File: src/rtl/uart_pkg.sv
// Shared definitions for the UART sender: transmit state encoding, frame
// constants and the parity helper. Optional feature macro used by the
// sender: UART_SENDER_PARITY_EN (adds an even-parity bit after d[7]).
package uart_pkg;

  typedef enum logic [2:0] {
    IDLE   = 3'd0,
    START  = 3'd1,
    DATA   = 3'd2,
    PARITY = 3'd3,
    STOP   = 3'd4
  } tx_state_e;

  localparam int   DATA_BITS   = 8;
  localparam logic IDLE_LEVEL  = 1'b1;
  localparam logic START_LEVEL = 1'b0;
  localparam logic STOP_LEVEL  = 1'b1;

  // Even parity: the parity bit makes the total count of ones even.
  function automatic logic even_parity(input logic [DATA_BITS-1:0] d);
    return ^d;
  endfunction

endpackage

File: src/rtl/uart_baud_tick.sv
// Bit-period timer for the UART sender. While enable is high the counter
// runs 0..BPS_CNT-1 and tick marks the last cycle of every bit period; while
// enable is low the counter is held at 0 so a new frame starts aligned.
module uart_baud_tick #(
  parameter int CLK_FREQ = 65_000_000,
  parameter int UART_BPS = 115200
) (
  input  logic sys_clk,
  input  logic sys_rst,
  input  logic enable,
  output logic tick
);

  localparam int BPS_CNT = CLK_FREQ / UART_BPS;
  localparam int CNT_W   = (BPS_CNT > 1) ? $clog2(BPS_CNT) : 1;
  localparam logic [CNT_W-1:0] CNT_LAST = CNT_W'(BPS_CNT - 1);
  localparam logic [CNT_W-1:0] CNT_ZERO = CNT_W'(0);
  localparam logic [CNT_W-1:0] CNT_ONE  = CNT_W'(1);

  logic [CNT_W-1:0] cnt_r;
  logic [CNT_W-1:0] cnt_nxt_s;
  logic             tick_s;

  // Next count: hold at zero when idle, wrap after the last cycle of a bit.
  always_comb begin
    cnt_nxt_s = cnt_r;
    tick_s    = 1'b0;
    if (!enable) begin
      cnt_nxt_s = CNT_ZERO;
    end else if (cnt_r == CNT_LAST) begin
      cnt_nxt_s = CNT_ZERO;
      tick_s    = 1'b1;
    end else begin
      cnt_nxt_s = cnt_r + CNT_ONE;
    end
  end

  // Counter register, cleared asynchronously by reset.
  always_ff @(posedge sys_clk or posedge sys_rst) begin
    if (sys_rst) begin
      cnt_r <= CNT_ZERO;
    end else begin
      cnt_r <= cnt_nxt_s;
    end
  end

  assign tick = tick_s;

endmodule

File: src/rtl/uart_sender.sv
// UART transmitter, 8 data bits LSB first, one stop bit, no flow control.
// A rising edge on uart_en while idle (or in the very last cycle of the stop
// bit, for gapless back-to-back frames) latches uart_din and starts a frame.
// Define UART_SENDER_PARITY_EN to insert an even-parity bit before the stop
// bit. uart_txd and uart_tx_busy come straight from flops.
module uart_sender
  import uart_pkg::*;
#(
  parameter int CLK_FREQ = 65_000_000,
  parameter int UART_BPS = 115200
) (
  input  logic       sys_clk,
  input  logic       sys_rst,
  input  logic       uart_en,
  input  logic [7:0] uart_din,
  output logic       uart_txd,
  output logic       uart_tx_busy
);

  localparam logic [2:0] LAST_BIT = 3'(DATA_BITS - 1);

  tx_state_e            state_r;
  tx_state_e            state_nxt_s;
  logic [2:0]           bit_idx_r;
  logic [2:0]           bit_idx_nxt_s;
  logic [DATA_BITS-1:0] data_r;
  logic [DATA_BITS-1:0] data_nxt_s;
  logic                 en_d_r;
  logic                 busy_r;
  logic                 busy_nxt_s;
  logic                 txd_r;
  logic                 txd_nxt_s;
  logic                 start_s;
  logic                 tick_s;
  logic                 frame_end_s;
  logic                 accept_s;

  uart_baud_tick #(
    .CLK_FREQ (CLK_FREQ),
    .UART_BPS (UART_BPS)
  ) u_baud_tick (
    .sys_clk (sys_clk),
    .sys_rst (sys_rst),
    .enable  (busy_r),
    .tick    (tick_s)
  );

  // Request detection: only a fresh rising edge of uart_en counts, and it is
  // taken when idle or exactly on the cycle the current stop bit completes.
  always_comb begin
    start_s     = uart_en & ~en_d_r;
    frame_end_s = (state_r == STOP) & tick_s;
    accept_s    = start_s & (~busy_r | frame_end_s);
  end

  // Next-state logic for the frame sequencer; data is latched only on accept.
  always_comb begin
    state_nxt_s   = state_r;
    bit_idx_nxt_s = bit_idx_r;
    data_nxt_s    = data_r;
    busy_nxt_s    = busy_r;
    case (state_r)
      IDLE: begin
        if (accept_s) begin
          state_nxt_s   = START;
          bit_idx_nxt_s = 3'd0;
          data_nxt_s    = uart_din;
          busy_nxt_s    = 1'b1;
        end else begin
          busy_nxt_s    = 1'b0;
        end
      end
      START: begin
        if (tick_s) begin
          state_nxt_s   = DATA;
          bit_idx_nxt_s = 3'd0;
        end else begin
          state_nxt_s   = START;
        end
      end
      DATA: begin
        if (tick_s) begin
          if (bit_idx_r == LAST_BIT) begin
`ifdef UART_SENDER_PARITY_EN
            state_nxt_s = PARITY;
`else
            state_nxt_s = STOP;
`endif
            bit_idx_nxt_s = 3'd0;
          end else begin
            bit_idx_nxt_s = bit_idx_r + 3'd1;
          end
        end else begin
          state_nxt_s = DATA;
        end
      end
      PARITY: begin
        // Only reachable with the parity option; always moves on to STOP.
        if (tick_s) begin
          state_nxt_s = STOP;
        end else begin
          state_nxt_s = PARITY;
        end
      end
      STOP: begin
        if (frame_end_s && accept_s) begin
          state_nxt_s   = START;
          bit_idx_nxt_s = 3'd0;
          data_nxt_s    = uart_din;
          busy_nxt_s    = 1'b1;
        end else if (frame_end_s) begin
          state_nxt_s   = IDLE;
          busy_nxt_s    = 1'b0;
        end else begin
          state_nxt_s   = STOP;
        end
      end
      default: begin
        state_nxt_s   = IDLE;
        bit_idx_nxt_s = 3'd0;
        busy_nxt_s    = 1'b0;
      end
    endcase
  end

  // Line level for the upcoming cycle, derived from the next state so the
  // registered output lines up exactly with the state it belongs to.
  always_comb begin
    txd_nxt_s = IDLE_LEVEL;
    case (state_nxt_s)
      IDLE:    txd_nxt_s = IDLE_LEVEL;
      START:   txd_nxt_s = START_LEVEL;
      DATA:    txd_nxt_s = data_nxt_s[bit_idx_nxt_s];
      PARITY:  txd_nxt_s = even_parity(data_nxt_s);
      STOP:    txd_nxt_s = STOP_LEVEL;
      default: txd_nxt_s = IDLE_LEVEL;
    endcase
  end

  // State, data and output registers; reset aborts any frame in flight.
  always_ff @(posedge sys_clk or posedge sys_rst) begin
    if (sys_rst) begin
      state_r   <= IDLE;
      bit_idx_r <= 3'd0;
      data_r    <= '0;
      en_d_r    <= 1'b0;
      busy_r    <= 1'b0;
      txd_r     <= IDLE_LEVEL;
    end else begin
      state_r   <= state_nxt_s;
      bit_idx_r <= bit_idx_nxt_s;
      data_r    <= data_nxt_s;
      en_d_r    <= uart_en;
      busy_r    <= busy_nxt_s;
      txd_r     <= txd_nxt_s;
    end
  end

  assign uart_txd     = txd_r;
  assign uart_tx_busy = busy_r;

endmodule

File: config.mk
export PLATFORM = sky130hd
export DESIGN_NAME = uart_sender
export DESIGN_NICKNAME = d
export VERILOG_FILES = /design/src/rtl/uart_pkg.sv /design/src/rtl/uart_baud_tick.sv /design/src/rtl/uart_sender.sv
export SDC_FILE = /design/constraint.sdc
export NUM_CORES = 1
export LEC_CHECK = 0
export BUFFER_PORTS_ARGS = -buffer_cell sky130_fd_sc_hd__buf_2
export CORE_ASPECT_RATIO = 0.9
export CORE_UTILIZATION = 64
export CTS_BUF_LIST = sky130_fd_sc_hd__clkbuf_16
export CTS_CLUSTER_DIAMETER = 200
export DETAILED_ROUTE_END_ITERATION = 12
export GPL_ROUTABILITY_DRIVEN = 0
export PLACE_DENSITY = 0.89
export SKIP_LAST_GASP = 1
export SLEW_MARGIN = 25
export SYNTH_ARGS = -nofsm -noshare
export SYNTH_HDL_FRONTEND = slang
export SYNTH_SLANG_ARGS = --single-unit
File: constraint.sdc
create_clock -name sys_clk -period 3.7 [get_ports sys_clk]
set_input_delay 0.74 -clock sys_clk [delete_from_list [all_inputs] [get_ports sys_clk]]
set_output_delay 0.74 -clock sys_clk [all_outputs]
set_load 0.005 [all_outputs]
* After elaboration in Yosys (flattened, before gate mapping)
Index checks and enable logic that the tools add are counted.
** Cells by class
- Add/subtract/negate cells :: 2
- Order comparisons :: 1
- Equal/unequal tests :: 10
- Multiplexer cells :: 28
- Bitwise gates (word level) :: 7
- Reduce and logical (&&, ||, !) cells :: 5
** Operators with widths (count)
- 3-bit 2-to-1 mux :: 11
- 3-bit one-hot mux with 5 select lines :: 2
- 10-bit 2-to-1 mux :: 2
- 8-bit 2-to-1 mux :: 2
- 8-bit one-hot mux with 2 select lines :: 1
- 3-bit by 2-bit equality test with 1-bit output (second input constant) :: 4
- 10-bit by 1-bit adder with 10-bit output (second input constant) :: 1
- 10-bit equality test (second input constant) :: 1
- 8-bit XOR reduction :: 1
- 3-bit by 1-bit equality test with 1-bit output (second input constant) :: 2
- 3-bit equality test (second input constant) :: 2
- 1-bit 2-to-1 mux :: 6
- 1-bit one-hot mux with 3 select lines :: 2
- 3-bit by 4-bit < comparator with 1-bit output (second input constant) :: 1
- 3-bit by 1-bit adder with 3-bit output (second input constant) :: 1
- 1-bit AND :: 3
- 1-bit binary-select mux with 3-bit select :: 1
- 3-bit zero test :: 1
- 3-bit by 2-bit inequality test with 1-bit output (second input constant) :: 1
- 1-bit NOT :: 3
- 3-bit OR reduction :: 1
- 2-bit 2-to-1 mux :: 1
- 2-bit AND reduction :: 1
- 1-bit logical AND :: 1
- 1-bit OR :: 1
** Word-level totals
- Bits in registers :: 27
- Bits of input ports :: 11
- Output and inout port bits :: 2
- Word-level logic and storage cells :: 60

* Longest topological paths before layout
Gate-level depths: netlist (run 1).
- Word-level depth :: 12
- Depth in mapped cells :: 9
- Mapped depth without buffers :: 9

* Cells and area by module
Synthesis (run 1) repeated with hierarchy kept, for this count alone.
** Unflattened totals
- Cells, all modules :: 154
- Area total of the unflattened synthesis :: 1611.5 µm²
** By module, submodules not included
- uart_sender :: times used 1, cells each 104, area each 1104.8 µm², seq. area each 426.7 µm²
- uart_baud_tick :: times used 1, cells each 50, area each 506.7 µm², seq. area each 250.2 µm²

* Worst setup path after synthesis (run 1)
OpenSTA, ideal clock, no wires.
- Path kind :: register to register
- Start point :: reg u_baud_tick.cnt_r[0]
- End point :: reg txd_r, in the netlist uart_txd
- Setup time :: 0.096 ns
- Arrival :: 2.233 ns
- Required time :: 3.604 ns
- Path slack :: 1.371 ns
- Stages on the path, launching flop included :: 9
- Buffers on the path :: 0
- Period minus slack after synthesis :: 2.329 ns
- Cells stage by stage :: dfrtp_1 > ha_1 > or3b_1 > nor4_4 > o2bb2ai_2 > and3_1 > or4_1 > a21oi_1 > nor4_1
** Between the ends
- Cells in the longest elaborated chain, start to end :: 12
- Elaborated cells on any way between the ends :: 29
- Those cells by class :: 4 x eq/ne; 20 x mux; 3 x bitwise; 2 x reduce/logical
** RTL lines
- from (decl) :: line uart_baud_tick.sv:20 : logic [CNT_W-1:0] cnt_r;
- from (signal assigned) :: line uart_baud_tick.sv:43 : cnt_r <= cnt_nxt_s;
- 10-bit equality test (*) :: line uart_baud_tick.sv:30 : end else if (cnt_r == CNT_LAST) begin
- 1-bit 2-to-1 mux (*) :: line uart_baud_tick.sv:30
- 1-bit 2-to-1 mux (*) :: line uart_baud_tick.sv:28 : if (!enable) begin
- 1-bit AND :: line uart_sender.sv:52 : frame_end_s = (state_r == STOP) & tick_s;
- 1-bit OR :: line uart_sender.sv:53 : accept_s = start_s & (~busy_r | frame_end_s);
- 1-bit AND :: line uart_sender.sv:53
- 1-bit logical AND :: line uart_sender.sv:106 : if (frame_end_s && accept_s) begin
- 3-bit 2-to-1 mux / 8-bit 2-to-1 mux (equally long branches) :: line uart_sender.sv:106
- 3-bit one-hot mux with 5 select lines / 8-bit one-hot mux with 2 select lines (equally long branches) :: line uart_sender.sv:62 : case (state_r)
- 1-bit binary-select mux with 3-bit select :: line uart_sender.sv:133 : DATA: txd_nxt_s = data_nxt_s[bit_idx_nxt_s];
- 1-bit 2-to-1 mux (implied by the code) :: line uart_sender.sv:133
- 1-bit one-hot mux with 3 select lines (*) :: line uart_sender.sv:130 : case (state_nxt_s)
- named net txd_nxt_s :: line uart_sender.sv:32 : logic txd_nxt_s;
- to (signal assigned) :: line uart_sender.sv:155 : txd_r <= txd_nxt_s;
- to (decl) :: line uart_sender.sv:31 : logic txd_r;
Mark *: on every way through the listed nets, which the timed path passes. The rest lies on a longest branch. The select of a mux whose other input is x is not followed.
A chain may end at the register's enable or synchronous reset.

* Final worst setup path (run 1)
- Start point :: reg bit_idx_r[0]
- End point :: reg txd_r, in the netlist uart_txd
** Between the ends
- Cells in the longest elaborated chain, start to end :: 7
- Elaborated cells on any way between the ends :: 17
- Those cells by class :: 1 x add/sub; 4 x eq/ne; 12 x mux
** RTL lines
- from (decl) :: line uart_sender.sv:24 : logic [2:0] bit_idx_r;
- from (signal assigned) :: line uart_sender.sv:151 : bit_idx_r <= bit_idx_nxt_s;
- 3-bit by 1-bit adder with 3-bit output / 3-bit equality test (equally long branches) :: line uart_sender.sv:91, uart_sender.sv:83
- 3-bit 2-to-1 mux :: line uart_sender.sv:83 : if (bit_idx_r == LAST_BIT) begin
- 3-bit 2-to-1 mux :: line uart_sender.sv:82 : if (tick_s) begin
- 3-bit one-hot mux with 5 select lines :: line uart_sender.sv:62
- 1-bit binary-select mux with 3-bit select :: line uart_sender.sv:133
- 1-bit 2-to-1 mux (implied by the code) :: line uart_sender.sv:133
- 1-bit one-hot mux with 3 select lines (*) :: line uart_sender.sv:130
- named net txd_nxt_s :: line uart_sender.sv:32
Marks and branches as above.

==> results.txt, run 1 <==
- Outcome: completed
- In this design, the stage delay of the slowest critical-path cell is 0.41 ns.
* Clock buffers created by TritonCTS: 3
- Effective utilization at floorplan: between 60% and 70%
* Die area: 2870 µm²
* Area of all placed cells without fillers: around 1900 µm²
* Clock buffer depth: 2
- Wire length of the first global-routing pass: about 6300 µm
* DP Wirelength: ~2700 µm
* Share of Yosys cell area claimed by the top area cell type: 38.2%
* Remaining antenna violation count after routing: 0
- In this run switching power makes up 21.1% of total power.
- Total track usage: around 30%
- DRT iter0 DRCs: 140
* Number of endpoints with negative hold slack in the final report: 0
- Setup Total Neg Slack: 0 ns
- Critical path endpoint category: flip-flop
- Average routed wire per standard cell: 17.1 µm
- OpenSTA, run right after detailed placement, puts the worst setup slack at 1.16 ns.
* Std-Cell Core Area: around 2500 µm²
- Maximum Capacitance Violations: 0
- Counting cells, the worst reg-to-reg path comes to 9.
- Synthesis inferred 27 register bits.
* DRT Pass-1 Iters: 4
* Post_cts resized: 0
- For this run, the top clock speed supported by timing is 0.375 GHz.
* Root buffer cell: clkbuf_16
- Measured along the x axis, the die boundary spans ~56 µm.
- Type of element launching the critical path: flip-flop
- Once routing completed, OpenROAD measured the worst setup slack at approximately 1.0 ns.
- Clock-pin slew was measured on the worst setup and hold paths at about 0.07 ns.
- Synth Warn #: 0
* Mean number of vias per cell: roughly 6.4
- Setup slack on the worst reg-to-reg path comes out at ~1 ns.
- Post-detailed-routing wire length: between 3000 and 4000 µm
- Across the whole layout, storage elements account for ~680 µm².
- Largest net degree at the start of global routing: 28
- Once placement finished, the instance area stood at between 1500 and 2000 µm².
- Total buffers and inverters traversed by the critical path: 0
- The path class of the tightest hold or removal check is reg2reg.
* Most common flop cell mapped by yosys: dfrtp_1
* Data arrival time at the worst-slack endpoint: between 2 and 3 ns
- Counting flops with a built-in enable in the synthesized netlist gives 0.
* Most repeated library cell on the critical path: nor4_1
- In this run the static leakage power is approximately 0.79 nW.
- Critical path's slowest cell: dfrtp_1
* CTS tree: built
- On the final layout, the worst clock skew is 0.00370 ns.
- The net count of the finished layout is 210.
* Area used by multi-input combinational logic: around 970 µm²
- For hold timing, the worst endpoint is u_baud_tick.cnt_r[0].
- Detailed routing inserted a total of around 1400 vias.
* Req. time, crit path: 3.87 ns
- Clock latency reported for the late side of the worst-skew pair: between 0.2 and 0.3 ns
- Net switching power: 123 µW
- Number of hold buffers added after CTS: 0
- Pins Over Slew Limit: 0
* Post-route clock period utilization: between 70% and 80%
- Die height: 50.9 µm
* Number of H-tree levels: 1
- Area contributors post-synth: dfrtp_1, xnor2_1, nor2_1
- Number of distinct library cells after synthesis: 49
* Slew headroom: 57.2%
- In this run the most critical hold path is launched from u_baud_tick.cnt_r[0].
* CP Class: reg2reg
* Antenna diodes: 0
- Synthesized area: 1700 µm²
- Power per Cell Area: between 300 and 400 nW/µm²
- Cell internal power was estimated by the tool at 458 µW.
- Of the total power, combinational logic draws 4.8%.
- In this run the tool buffered the top-level ports with 12 buffer cells.
- End-of-flow core utilization: between 70% and 80%
- The via count of the first global-routing pass was ~1400.
- Synth Instances: 183
- Launch instance of the worst register-to-register path: bit_idx_r[0]
- Minimum clock period after layout: ~2.7 ns
- Buffers inserted during post-CTS setup optimization: 0
- Cells with a size suffix above 1 make up 12.8% of the layout.
* Worst Hold Depth: 1
* Synthesized area per cell: just over 9 µm²
* Tightest hold margin: around 0.48 ns
- The floorplan has 17 rows.
- Gr ovfl total: 0
- Critical path, cell by cell: ha_1, ha_1, nor4bb_1, nand4_1, o211ai_1, mux2i_1, nor4_1, nor4_1, nor4_1
- IO Pins: 13
- The biggest area contributor in the post-synthesis netlist is dfrtp_1.
- Synth-to-Final Area Change: 9.78%
- The worst-case IR drop observed on VDD is about 0.00058 V.
- Setup repair after global routing left no endpoint under its margin.
- Clock share of power: around 44%
- DRC violation count after routing: 0
* Post-synthesis sequential area ratio: 39.8%
- CP top delay family: simple AND/OR/NAND/NOR gates
- Async SR Flop Fraction: 100%
* Number of fill cells: 176
- Counting every sink on the clock net gives 27.
* Crit Reg-Reg Endpoint: uart_txd
- Net count after synthesis: between 150 and 200
- Along the worst path, the maximum fanout reaches 8.
- Final setup violation count: 0
* Initial antenna violation count: 0
* Worst-margin pin slew: between 0.6 and 0.7 ns
- Register share of total power: 50.9%
==> layout by cell type, fill, tap and decap left out, types with 2 or more instances in the layout <==
cell type	count
nand3_1	7
o22ai_1	2
dfrtp_1	26
nor4_1	5
buf_2	12
a21oi_1	4
and3_1	3
o21ai_1	5
mux2i_1	2
xor2_1	2
nand2b_1	4
xnor2_1	20
mux2_1	5
nor2b_1	4
ha_1	3
o21ai_0	5
nand2_1	16
or2_1	2
o31ai_1	2
clkbuf_16	3
nand4_1	4
nor2_1	23
inv_1	7
==> cells in the mapped netlist, types with 2 or more instances <==
library cell  count
mux2_1            5
clkbuf_1          4
xnor2_1          20
o22ai_1           2
nand2b_1          4
nand2_1          16
mux2i_1           2
dfrtp_1          26
inv_1             8
nand3_1           7
xor2_1            2
ha_1              3
nand4_1           4
nor2b_1           4
o21ai_1           5
nor2_1           23
nor4_1            5
o21ai_0           5
a21oi_1           4
and3_1            3
o31ai_1           2
or2_1             2
==> layout make-up <==
class / instances / area share [%]
inverters: 8 / 1.61
clock buffers: 3 / 4.02
well taps: 28 / 1.88
repair buffers: 13 / 3.62
flip-flops and latches: 27 / 36.2
multi-input cells: 143 / 52.2
clock inverters: 1 / 0.469
==> worst max-delay path by stage <==
| stage | startpoint | endpoint | slack (ns) | cells after the start |
|---|---|---|---|---|
| 6_report | bit_idx_r[0] | uart_txd | 1.03 | 9 |
| 5_1_grt | bit_idx_r[0] | uart_txd | 0.83 | 9 |
| 4_1_cts | u_baud_tick.cnt_r[0] | uart_txd | 1.05 | 9 |
| 3_5_place_dp | bit_idx_r[0] | uart_txd | 1.16 | 9 |
| 3_3_place_gp | u_baud_tick.cnt_r[0] | uart_txd | 1.22 | 9 |
| 2_1_floorplan | u_baud_tick.cnt_r[0] | uart_txd | 1.37 | 8 |
==> power by group through the flow <==
stage | clock network, mW | logic (mW) | registers (mW)
6_report | 0.257 | 0.0280 | 0.296
5_1_grt | 0.272 | 0.0314 | 0.296
4_1_cts | 0.262 | 0.0285 | 0.296
3_5_place_dp | 0 | 0.0284 | 0.301
3_3_place_gp | 0 | 0.0275 | 0.301
2_1_floorplan | 0 | 0.0180 | 0.301
==> through the flow <==
step | cells | total power, mW
2_1_floorplan | 183 | 0.319
3_3_place_gp | 219 | 0.329
3_5_place_dp | 219 | 0.330
4_1_cts | 223 | 0.587
5_1_grt | 223 | 0.599
6_report | 223 | 0.581
==> routing by layer <==
metal / GRT usage [%] / part of all wire [%] / vias up
met5: 0 / 0 / -
met3: 7.59 / 6.8 / 8
met4: 8.54 / 1.0 / 0
li1: - / - / 675
met1: 36.6 / 42 / 684
met2: 50.6 / 50 / 63
==> logic make-up (layout without fill, tap and decap cells) <==
| group | after synthesis | after routing | synth area share (%) |
|---|---|---|---|
| adders and majority gates | 3 | 3 | 2.21 |
| xor gates and xnor gates | 22 | 22 | 11.3 |
| AOI/OAI and AO/OA | 29 | 29 | 11.7 |
| buffers and inverters | 13 | 25 | 2.94 |
| muxes | 8 | 8 | 5.15 |
| DFF | 27 | 27 | 39.8 |
| and+or+nand+nor | 81 | 81 | 26.9 |
==> flip-flops by register name, indices dropped and copies added (netlist names) <==
name and count:
uart_tx_busy 1, bit_idx_r 3, data_r 8, state_r 3, uart_txd 1, u_baud_tick.cnt_r 10
en_d_r 1
Power figures use the tool's default switching activity.
==> inputs of run 2 (changes only) <==
Settings changed: CORE_UTILIZATION 64 to 53, PLACE_DENSITY 0.89 to 0.79.
Clock period 3.7 ns to 2.2 ns, I/O delays scaled along.
==> run 2 against run 1 <==
Effect of this change: the run now ends with negative setup slack left; final cell count grew 18%; global-route usage shrank 3.3 points; critical path depth grew 1; first-iteration DRC count shrank 7.1%; sequential power grew 68%; flip-flop and latch count is the same; clock skew grew 0.0037 ns; worst hold slack lost 0.26 ns; setup slack lost 1.2 ns; die area grew 20%; clock-buffer cell count is the same; largest power group unchanged.
==> results.txt, run 2 (synthesis results as in run 1) <==
* Outcome: complete, but fails checks
- Violated checks: negative setup slack
- Number of H-tree levels: 1 (unchanged)
- The worst setup path is captured at a flip-flop.
- Maximum Capacitance Violations: 0 (unchanged)
- Number of hold buffers added after CTS: 0 (unchanged)
- Most common cell after layout, fill and taps aside: buf_4
- The clock slew at the register clock pins of the worst setup and hold paths is 0.07 ns (about the same).
- The via count of the first global-routing pass is 1483 (+9.4%).
- The total number of nets in the final design is 236 (+12%).
- The diode insertion count for antenna repair came to 0 (unchanged).
- The worst hold margin came to 0.222 ns (-0.262 ns).
* Setup slack after layout: -0.183 ns (-1.21 ns)
- Final setup violation count: 1 (+1)
* DRT Pass-1 Iters: 4 (unchanged)
* CTS tree: built
- The die width came to 61.7 µm (+9.5%).
- The sum of routed wire length over all layers came to 4150 µm (+8.8%).
* Critical path's slowest cell: dfrtp_1
- The total count of max-transition violations in the final report was 0 (unchanged).
- The floorplan die area is 3440 µm² (+20%).
* Worst-margin pin slew: 0.384 ns (-0.254 ns)
- Wire length of the first global-routing pass: 6600 µm (+4.4%)
- The final instance area is 2210 µm² (+18%).
- Die height: 55.8 µm (+9.5%)
- Total track usage: 26.0% (-3.3 points)
* Number of endpoints with negative hold slack in the final report: 0 (unchanged)
- Number of input and output port buffers inserted: 12 (unchanged)
- DRT iter0 DRCs: 130 (-7.1%)
* Gr ovfl total: 0 (unchanged)
* Tightest Hold Check Type: in2async
- Mean number of vias per cell: 5.91 (-7.9%)
- Total chip power: 970 µW (+67%)
- The flip-flop count of the largest register after layout was 10 (unchanged).
- Relative to the synthesized area, the layout overhead comes to 29.9%.
- Clock buffers created by TritonCTS: 3 (unchanged)
* Data arrival time at the worst-slack endpoint: 2.56 ns (-0.28 ns)
- Top flop regs: u_baud_tick.cnt_r x10, data_r x8
* Number of cells in the design after placement: 258 (+18%)
* Largest net degree at the start of global routing: 28 (unchanged)
- The worst-case clock skew came to 0.00744 ns (+0.00374 ns).
- Average routed wire per standard cell: 15.8 µm (-7.7%)
* Slew headroom: 74.2% (+17 points)
* Largest voltage drop on the vdd net: 0.000365 V (-37%)
- Clock tree synthesis selected as its root buffer the cell clkbuf_16.
- Req. time, crit path: 2.37 ns (-1.50 ns)
- The most numerous cell type found on the critical path is nor4_1.
* Unrepaired setup endpoints after global routing: yes
- The placed instance area is 2020 µm² (+13%).
* CP Class: reg2reg
- The total negative slack for setup checks was -0.183 ns (-0.183 ns).
- DP Wirelength: 2840 µm (+4.7%)
- Critical path, cell by cell: ha_1, ha_1, nor4bb_4, nand4_1, buf_4, nand2_1, o22ai_1, nor4_1, nor4_1, nor4_1
* Ratio of cells with drive above 1 in the final layout: 30.3% (+17 points)
* Count of clock tree sinks: 27 (unchanged)
* Effective utilization at floorplan: 55.5% (-13 points)
* Power per Cell Area: 439 nW/µm² (+41%)
- The minimum clock period after layout came to 2.38 ns (-0.287 ns).
- The via count came to 1554 (+8.7%).
- The worst setup path is launched from a flip-flop.
- Leaving out fill and tap cells, the most frequent cells in the layout are buf_4, dfrtp_1, nor2_1.
- IO Pins: 13 (unchanged)
- The count of nets left with antenna violations after detail routing came to 0 (unchanged).
- Post-Place Setup Slack: -0.0936 ns (-1.25 ns)
- Reg with most FFs: u_baud_tick.cnt_r
* Clock buffer depth: 2 (unchanged)
- The clock latency at the later pin of the worst-skew pair was 0.27 ns (about the same).
- Non-filler instance count after layout: 263 (+18%)
* # rows: 19 (+2)
* Std-Cell Core Area: 3070 µm² (+23%)
* Leakage dissipation: 0.951 nW (+20%)
* Maximum frequency from static timing analysis: 0.420 GHz (+12%)
- The maximum cell stage delay along the critical path came to 0.38 ns (-0.03 ns).
- The portion of the clock cycle consumed by the worst path in the final layout came to 108% (+36 points).
* Number of fill cells: 211 (+20%)
* Largest fanout of any net on the critical path: 7 (-1)
- The initial antenna violation count is 0 (unchanged).
- The number of design rule violations left after detail routing came to 0 (unchanged).
* End-of-flow core utilization: 72.1% (-3.0 points)
[run 2: final timing paths]
kind	startpoint	to	slack (ns)	depth (start not counted)
setup / recovery	bit_idx_r[0]	uart_txd	-0.18	10
hold / removal	sys_rst	data_r[4]	0.22	3
setup reg to reg	bit_idx_r[0]	uart_txd	-0.18	10
hold reg to reg	u_baud_tick.cnt_r[9]	u_baud_tick.cnt_r[9]	0.57	2
max in group asynchronous	sys_rst	uart_txd	1.68	3
min in group sys_clk	uart_en	en_d_r	0.32	1
[run 2: layer usage]
| metal | GRT usage (%) | share of wire, % | vias up |
|---|---|---|---|
| met3 | 3.02 | 3.6 | 10 |
| met4 | 15.6 | 2.5 | 0 |
| li1 | - | - | 725 |
| met1 | 37.2 | 45 | 774 |
| met5 | 0 | 0 | - |
| met2 | 37.2 | 49 | 45 |
[run 2: power by group]
group / switching [mW] / internal [mW] / leakage (nW)
Clock: 0.174 / 0.247 / 0.0371
Sequential: 0.000377 / 0.497 / 0.345
Combinational: 0.0276 / 0.0228 / 0.569
Total: 0.202 / 0.767 / 0.951
[run 2: cell type report]
class / count / area, µm² / share of cell area, %
clock buffers: 3 / 75.1 / 3.40
clock inverters: 1 / 7.51 / 0.340
inverters: 8 / 30.0 / 1.36
multi-input cells: 143 / 1100 / 49.8
flip-flops and latches: 27 / 678 / 30.7
well taps: 42 / 52.6 / 2.38
repair buffers: 39 / 267 / 12.1
[run 2: worst max-delay path, delay by kind of cell (launching register included)]
| family | cells | cell delay, ns |
|---|---|---|
| adder cells (fa/ha/maj) | 2 | 0.51 |
| AO/OA/AOI/OAI | 1 | 0.09 |
| AND/OR/NAND/NOR | 6 | 1.10 |
| buffers and inverters | 1 | 0.19 |
| flip-flops | 1 | 0.38 |
[run 2: timing repair]
action | 4_1_cts | 5_1_grt
resized for setup | 6 | 15
setup buffers | 0 | 2
pin swaps | 2 | 5
setup endpoints to repair | 1 | 1
